File: config.mk
export PLATFORM = sky130hd
export DESIGN_NAME = wb_arbiter
export DESIGN_NICKNAME = d
export VERILOG_FILES = /design/src/rtl/wb_arbiter.sv
export SDC_FILE = /design/constraint.sdc
export NUM_CORES = 1
export LEC_CHECK = 0
export BUFFER_PORTS_ARGS = -buffer_cell sky130_fd_sc_hd__buf_2
export CAP_MARGIN = 20
export CORE_MARGIN = 2
export CORE_UTILIZATION = 33
export CTS_CLUSTER_DIAMETER = 80
export DETAILED_ROUTE_END_ITERATION = 12
export PLACE_DENSITY = 0.79
export SYNTH_ARGS = -nofsm -noshare
export SYNTH_HDL_FRONTEND = slang
export SYNTH_SLANG_ARGS = --single-unit
File: constraint.sdc
create_clock -name wb_clk_i -period 2.4 [get_ports wb_clk_i]
set_clock_uncertainty 0.05 [all_clocks]
set_input_delay 0.24 -clock wb_clk_i [delete_from_list [all_inputs] [get_ports wb_clk_i]]
set_output_delay 0.24 -clock wb_clk_i [all_outputs]
set_load 0.005 [all_outputs]
File: src/rtl/wb_arbiter.sv
// Round-robin Wishbone B4 pipelined arbiter sharing one slave between N masters.
// A watchdog aborts any bus cycle whose slave stops answering.
module wb_arbiter #(
  parameter int N_MASTERS     = 2,
  parameter int WB_BUS_WIDTH  = 16,
  parameter int WB_ADDR_WIDTH = 32,
  parameter int TIMEOUT       = 16,
  localparam int WB_SEL = WB_BUS_WIDTH / 8,
  localparam int IDX_W  = (N_MASTERS > 1) ? $clog2(N_MASTERS) : 1
) (
  input  logic                               wb_clk_i,
  input  logic                               wb_reset_n_i,
  input  logic [N_MASTERS-1:0]               m_cyc_i,
  input  logic [N_MASTERS-1:0]               m_stb_i,
  input  logic [N_MASTERS-1:0]               m_we_i,
  input  logic [N_MASTERS*WB_SEL-1:0]        m_sel_i,
  input  logic [N_MASTERS*WB_ADDR_WIDTH-1:0] m_addr_i,
  input  logic [N_MASTERS*WB_BUS_WIDTH-1:0]  m_data_i,
  output logic [WB_BUS_WIDTH-1:0]            m_data_o,
  output logic [N_MASTERS-1:0]               m_ack_o,
  output logic [N_MASTERS-1:0]               m_err_o,
  output logic [N_MASTERS-1:0]               m_rty_o,
  output logic [N_MASTERS-1:0]               m_stall_o,
  output logic                               s_cyc_o,
  output logic                               s_stb_o,
  output logic                               s_we_o,
  output logic [WB_SEL-1:0]                  s_sel_o,
  output logic [WB_ADDR_WIDTH-1:0]           s_addr_o,
  output logic [WB_BUS_WIDTH-1:0]            s_data_o,
  input  logic [WB_BUS_WIDTH-1:0]            s_data_i,
  input  logic                               s_ack_i,
  input  logic                               s_err_i,
  input  logic                               s_rty_i,
  input  logic                               s_stall_i,
  output logic [IDX_W-1:0]                   grant_o,
  output logic                               busy_o
);

  localparam int CNT_W = $clog2(TIMEOUT + 1);
  localparam logic [CNT_W-1:0] CNT_MAX   = {CNT_W{1'b1}};
  localparam logic [CNT_W-1:0] WDOG_LAST = CNT_W'(TIMEOUT - 1);
  localparam logic [IDX_W-1:0] LAST_IDX  = IDX_W'(N_MASTERS - 1);

  typedef enum logic [1:0] {
    ST_IDLE  = 2'd0,
    ST_BUSY  = 2'd1,
    ST_ABORT = 2'd2
  } state_t;

  state_t           r_state;
  logic [IDX_W-1:0] r_grant;
  logic [IDX_W-1:0] r_rr_ptr;
  logic [CNT_W-1:0] r_wdog;
  logic [CNT_W-1:0] r_outst;

  logic                     w_own_cyc;
  logic                     w_own_stb;
  logic                     w_own_we;
  logic [WB_SEL-1:0]        w_own_sel;
  logic [WB_ADDR_WIDTH-1:0] w_own_addr;
  logic [WB_BUS_WIDTH-1:0]  w_own_data;

  logic             w_any_req;
  logic             w_found_hi;
  logic [IDX_W-1:0] w_pick_hi;
  logic [IDX_W-1:0] w_pick_lo;
  logic [IDX_W-1:0] w_pick;
  logic [IDX_W-1:0] w_next_ptr;

  logic w_resp;
  logic w_accept;
  logic w_pending;
  logic w_hit;

  // Owner signals, selected by the registered grant
  always_comb begin
    w_own_cyc  = 1'b0;
    w_own_stb  = 1'b0;
    w_own_we   = 1'b0;
    w_own_sel  = '0;
    w_own_addr = '0;
    w_own_data = '0;
    for (int k = 0; k < N_MASTERS; k++) begin
      if (r_grant == IDX_W'(k)) begin
        w_own_cyc  = m_cyc_i[k];
        w_own_stb  = m_stb_i[k];
        w_own_we   = m_we_i[k];
        w_own_sel  = m_sel_i[k*WB_SEL +: WB_SEL];
        w_own_addr = m_addr_i[k*WB_ADDR_WIDTH +: WB_ADDR_WIDTH];
        w_own_data = m_data_i[k*WB_BUS_WIDTH +: WB_BUS_WIDTH];
      end
    end
  end

  // Lowest requester at or above rr_ptr wins; otherwise wrap to the lowest requester
  always_comb begin
    w_found_hi = 1'b0;
    w_pick_hi  = '0;
    w_pick_lo  = '0;
    for (int k = N_MASTERS - 1; k >= 0; k--) begin
      if (m_cyc_i[k]) begin
        w_pick_lo = IDX_W'(k);
        if (IDX_W'(k) >= r_rr_ptr) begin
          w_pick_hi  = IDX_W'(k);
          w_found_hi = 1'b1;
        end
      end
    end
  end

  assign w_any_req  = |m_cyc_i;
  assign w_pick     = w_found_hi ? w_pick_hi : w_pick_lo;
  assign w_next_ptr = (w_pick == LAST_IDX) ? '0 : w_pick + IDX_W'(1);

  assign w_resp    = s_ack_i | s_err_i | s_rty_i;
  assign w_accept  = w_own_stb & ~s_stall_i;
  assign w_pending = (r_outst != '0) | (w_own_stb & s_stall_i);
  // The owner dropping CYC in the timeout cycle takes precedence over the abort
  assign w_hit     = (r_state == ST_BUSY) & w_own_cyc & ~w_resp & w_pending &
                     (r_wdog == WDOG_LAST);

  always_ff @(posedge wb_clk_i or negedge wb_reset_n_i) begin
    if (!wb_reset_n_i) begin
      r_state  <= ST_IDLE;
      r_grant  <= '0;
      r_rr_ptr <= '0;
      r_wdog   <= '0;
      r_outst  <= '0;
    end else begin
      case (r_state)
        ST_IDLE: begin
          r_wdog  <= '0;
          r_outst <= '0;
          if (w_any_req) begin
            r_grant  <= w_pick;
            r_rr_ptr <= w_next_ptr;
            r_state  <= ST_BUSY;
          end
        end
        ST_BUSY: begin
          if (!w_own_cyc) begin
            r_state <= ST_IDLE;
          end else if (w_hit) begin
            r_state <= ST_ABORT;
          end else begin
            if (w_accept && !w_resp) begin
              if (r_outst != CNT_MAX) r_outst <= r_outst + CNT_W'(1);
            end else if (w_resp && !w_accept && (r_outst != '0)) begin
              r_outst <= r_outst - CNT_W'(1);
            end
            if (w_resp || !w_pending) begin
              r_wdog <= '0;
            end else if (r_wdog != CNT_MAX) begin
              r_wdog <= r_wdog + CNT_W'(1);
            end
          end
        end
        ST_ABORT: begin
          if (!w_own_cyc) r_state <= ST_IDLE;
        end
        default: r_state <= ST_IDLE;
      endcase
    end
  end

  // Slave and master-response routing; only BUSY connects the owner
  always_comb begin
    s_cyc_o   = 1'b0;
    s_stb_o   = 1'b0;
    s_we_o    = 1'b0;
    s_sel_o   = '0;
    s_addr_o  = '0;
    s_data_o  = '0;
    m_ack_o   = '0;
    m_err_o   = '0;
    m_rty_o   = '0;
    m_stall_o = '1;
    if (r_state == ST_BUSY) begin
      s_cyc_o  = w_own_cyc & ~w_hit;
      s_stb_o  = w_own_stb & ~w_hit;
      s_we_o   = w_own_we;
      s_sel_o  = w_own_sel;
      s_addr_o = w_own_addr;
      s_data_o = w_own_data;
      for (int k = 0; k < N_MASTERS; k++) begin
        if (r_grant == IDX_W'(k)) begin
          m_ack_o[k]   = s_ack_i & ~w_hit;
          m_err_o[k]   = s_err_i | w_hit;
          m_rty_o[k]   = s_rty_i & ~w_hit;
          m_stall_o[k] = s_stall_i | w_hit;
        end
      end
    end
  end

  assign m_data_o = s_data_i;
  assign grant_o  = r_grant;
  assign busy_o   = (r_state != ST_IDLE);

endmodule

# Word-level counts from Yosys, hierarchy flattened
# Index checks and enable logic that the tools add are counted.
# word_totals
regBits	14
in_bits	128
out_inout_bits	79
elab_cells	108
# classes
n_addsub	4
n_lt_le_gt_ge	2
n_eq_ne	13
n_mux	50
bitwise	18
reduce_logical	16
# ops
op	count
$mux 32	2
$mux 5	9
$mux 16	2
$mux 1	24
$mux 2	10
$pmux 5 s2	2
$add 5x1->5 const B	2
$and 1x1->1	10
$ne 5x5->1 const B	2
$ne 2x2->1 const B	4
$ne 3x1->1 const B	2
$pmux 2 s3	1
$eq 5x4->1 const B	1
$or 1x1->1	5
$reduce_and 5->1	1
$reduce_bool 5->1	1
$sub 5x1->5 const B	1
$reduce_and 4->1	1
$reduce_bool 2->1	2
$logic_and 1x1->1	3
$logic_not 1->1	3
$ne 3x2->1 const B	1
$ne 3x3->1 const B	1
$not 1->1	3
9 further kinds	10

# Logic depth before layout (Yosys ltp)
# depth
depth_word	10
ltp_mapped	10
depth_no_buf	9

# Worst setup path before layout
# Ideal clock, no wire load.
# synth_path
path_type	reg-to-reg
startpoint	register r_grant (netlist: grant_o)
endpoint	register r_outst[4]
setup_ns	0.082
arrival_ns	2.285
t_required_ns	2.268
slack_ns	-0.017
stages_incl_launch_ff	11
path_buffers	1
synth_period_minus_slack_ns	2.417
path_cell_list	dfrtp_1 > buf_2 > mux2_2 > a31oi_1 > nor2_1 > ha_1 > a21o_1 > o21ai_0 > a2bb2oi_1 > or2_2 > o22ai_1
# synth_between
elab_chain_len	7
word_cells_on_any_way	22
cone_classes	eq/ne (4); mux (6); bitwise (7); reduce/logical (5)
# synth_rtl
item	line_no	source
start: declaration	51	logic [IDX_W-1:0] r_grant;
start signal: assignment	135	r_grant <= w_pick;
$mux 1	84	if (r_grant == IDX_W'(k)) begin
$and 1x1->1, on equally long branches	119, 116, 117	
$and 1x1->1, or another cell as far along (3 in a row)	119	assign w_hit = (r_state == ST_BUSY) & w_own_cyc & ~w_resp & w_pending &
$ne 2x2->1 (no source line), or another cell as far along	--	
$reduce_and 5->1 (no source line) / $pmux 5 s2 (equally long branches)	--	
end signal: assignment	147	if (r_outst != CNT_MAX) r_outst <= r_outst + CNT_W'(1);
end signal: assignment	149	r_outst <= r_outst - CNT_W'(1);
end: declaration	54	logic [CNT_W-1:0] r_outst;
# Several ways; a longest one is shown, not always the timed one. The select of a mux whose other input is x is not followed.
# A chain may end at the register's enable or synchronous reset.

# Worst setup path after layout
# layout_path
startpoint	register r_outst[1]
endpoint	output m_stall_o[1]
# layout_between
elab_chain_len	7
# layout_rtl
item	line_no	source
$reduce_bool 5->1	117	assign w_pending = (r_outst != '0) | (w_own_stb & s_stall_i);
$or 1x1->1	117	
$and 1x1->1 (2 in a row)	119	
$or 1x1->1	190	m_stall_o[k] = s_stall_i | w_hit;
$mux 1	186	if (r_grant == IDX_W'(k)) begin
$mux 2	178	if (r_state == ST_BUSY) begin
end: declaration	23	output logic [N_MASTERS-1:0] m_stall_o,
# Every way passes these cells.

==> impl_metrics.py <==
metrics = {
    "synthesis": {
        "syn-num-nets": 390,
        "synth_fa_ha_area_share_pct": 4.42,
        "yosys_register_bits": 14,
        "synth.cell_area_um2": 1980,
        "synth-main-ff-cell": "dfrtp_1",
        "avgSynthCellArea_um2": 7.78,
        "synth_edf_count": 0,
        "synth_xor_area_share_pct": 0.442,
        "synth.distinct_cells": 50,
        "seq_area_frac_synth_pct": 17.7,
        "synth_mux_area_share_pct": 30.5,
        "async_flop_share_pct": 100,
        "synth_compound_area_share_pct": 13.2,
        "synth_top_family_by_area": "multiplexers",
        "syn_inst": 255,
        "synth.yosys.warnings": 0,
        "synth_simple_gate_area_share_pct": 22.7,
    },
    "sta": {
        "finalSetupViolations": 0,
        "worstMarginPinSlew_ns": 0.631,
        "fin_crit_sh_pct": 98.9,
        "min_period_ns": 2.37,
        "hold_viol_final": 0,
        "finalMaxSlewViolations": 0,
        "tns_ns": 0,
        "rsz0062_at_grt": "yes",
        "fmax_ghz": 0.421,
        "relSlewSlack_pct": 57.9,
    },
    "critical_path": {
        "crit_path_top_delay_cell": "or4_4",
        "r2r_start": "grant_o$_DFFE_PN0P_",
        "end_kind": "output pin",
        "worstSetupPathType": "flip-flop to output pin",
        "crit_arrival_ns": 2.08,
        "critPathLaunchType": "flip-flop",
        "critPathMaxFanout": 5,
        "worstPathCellList": "or4_4 > a211oi_4 > nor2_2 > buf_4 > a211o_1 > buf_2",
        "setup.worst_path.start": "r_outst[1]$_DFFE_PN0P_",
        "cp_num_buf_inv": 2,
        "crit_family": "simple AND/OR/NAND/NOR gates",
        "max_stage_delay_ns": 0.57,
        "required_ns": 2.11,
    },
    "cells_and_area": {
        "antenna_cells": 0,
        "fin_cells": 493,
        "final_cell_mix": "buf_2 (174), nor2_1 (61), mux2i_1 (54), buf_4 (14), dfrtp_1 (12)",
        "nNetsFinal": 554,
        "final_core_util_pct": 50.9,
        "layout_commonest_cell": "buf_2",
        "drive_gt1_share_pct": 50.5,
        "area_growth_pct": 50.2,
    },
    "cts": {
        "clockRootBuffer": "clkbuf_8",
        "insertion_delay_ns": 0.26,
        "clkTransAtPathRegs_ns": 0.06,
        "cts_tree": "done",
        "cts-buffers-inserted": 3,
        "cts_buffer_depth": 2,
        "clock_sinks": 14,
        "cts_max_level": 1,
    },
    "floorplan": {
        "io_pins": 207,
        "die_h_um": 81.5,
        "fp.coreArea_um2": 5850,
        "fp.dieW_um": 81.5,
        "rows": 28,
        "die-area_um2": 6650,
        "start_util_pct": 33.9,
    },
    "min_path": {
        "hp-class": "primary input to flip-flop",
        "min-delay-start": "m_cyc_i[0]",
    },
    "power_and_ir_drop": {
        "p_per_area_nw_per_um2": 943,
        "power.total_mw": 2.81,
        "ir_drop_uv": 422,
        "leakagePower_nw": 1.73,
    },
    "global_route": {
        "grt_pass1_vias": 2248,
        "grt_use_total_pct": 21.6,
        "grt_max_degree": 42,
        "grt_first_pass_wirelength_mm": 10.9,
        "gr-total-overflow": 0,
        "antenna_found_initial": 0,
    },
    "job": {
        "cap_viol_max_count": 0,
    },
    "placement": {
        "place.port_buffers": 174,
        "placedCellCount": 483,
        "post-dp-hpwl_mm": 6.92,
        "place.gp.congestion": 0.884,
    },
    "detailed_routing": {
        "vias": 2456,
        "drt_iter0_markers": 120,
        "ant_nets": 0,
        "viasPerCell": 4.98,
        "route.detailed.drc": 0,
        "wl_mm": 8.12,
        "firstDrtPassIters": 4,
        "avgRoutedWirePerCell_um": 16.5,
    },
    "status": {
        "outcome": "completed",
    },
}
worst paths after layout:
path | depth (start not counted) | slack [ns] | end
setup reg to reg | 9 | 0.07 | r_outst[4]$_DFFE_PN0P_
setup / recovery | 6 | 0.03 | m_stall_o[1]
max in group asynchronous | 2 | 1.65 | r_outst[2]$_DFFE_PN0P_
hold / removal | 2 | 0.23 | grant_o$_DFFE_PN0P_
hold reg to reg | 1 | 0.44 | r_rr_ptr$_DFFE_PN0P_
min in group asynchronous | 2 | 0.37 | r_wdog[4]$_DFFE_PN0P_
worst reg2reg max path, delay by kind of cell, from the launching register on:
family	cells	cell delay, ns
DFF	1	0.51
muxes	1	0.35
adders and majority gates	1	0.20
and+or+nand+nor	2	0.23
AOI/OAI and AO/OA	5	0.88
layout make-up:
class / count / area [um^2]
clock buffers: 4 / 45.0
fillers: 575 / 2870
inverters: 10 / 37.5
multi-input cells: 200 / 1440
flip-flops and latches: 14 / 355
well taps: 75 / 93.8
repair buffers: 190 / 1010
synthesized netlist by cell type (2+ instances only):
cell type  number  area (um^2)
mux2_4          2         30.0
ha_1            7         87.6
nor2b_1         2         12.5
mux2i_1        54          541
inv_1          10         37.5
dfrtp_1        14          350
nand3_1         3         15.0
and3_1          2         12.5
clkbuf_1        3         11.3
a31oi_1         4         25.0
nand2_1         6         22.5
o31ai_1         3         22.5
o21ai_0         5         25.0
buf_4          16          120
nor3_1          9         45.0
a21oi_1         8         40.0
buf_1           8         30.0
o22ai_1         4         25.0
nor3b_1         2         15.0
buf_2           2         10.0
clkbuf_2        2         10.0
nor2_1         61          229
where the power goes:
part | internal [mW] | switching (mW)
combinational | 1.09 | 1.12
clock | 0.118 | 0.0926
sequential | 0.305 | 0.0825
total | 1.51 | 1.30
logic make-up (layout without fill, tap and decap cells):
family                     count (synthesis)  after routing
and+or+nand+nor                           98             98
muxes                                     58             58
buffers and inverters                     41            204
AOI/OAI and AO/OA                         36             36
DFF                                       14             14
adders and majority gates                  7              7
xor gates and xnor gates                   1              1
routing by layer:
layer	vias to the layer above	wire (um)	track usage, %
met5	-	0	0
met4	0	312	11.4
met3	15	556	3.30
met2	128	4250	38.9
met1	1105	3000	24.5
li1	1208	-	-
flip-flops by register name, indices dropped and copies added (netlist names):
signal,cells
r_rr_ptr,1
grant_o,1
r_wdog,5
r_outst,5
r_state,2
metrics by stage:
step	area [um^2]	hold WS [ns]	setup slack (ns)
2_1_floorplan	1990	-0.106	0.0165
3_3_place_gp	2870	0.100	0.0587
3_5_place_dp	2870	0.111	-0.0157
4_1_cts	2940	0.219	0.000328
5_1_grt	2980	0.261	-0.0438
6_report	2980	0.226	0.0259
what timing repair did:
action | CTS | global route
gates resized for setup | 0 | 6
pin swaps | 1 | 0
hold buffers | 1 | 0
endpoints found under the setup margin | 3 | 6
hold endpoints to repair | 14 | 0
setup buffers | 2 | 3
Power figures use the tool's default switching activity.
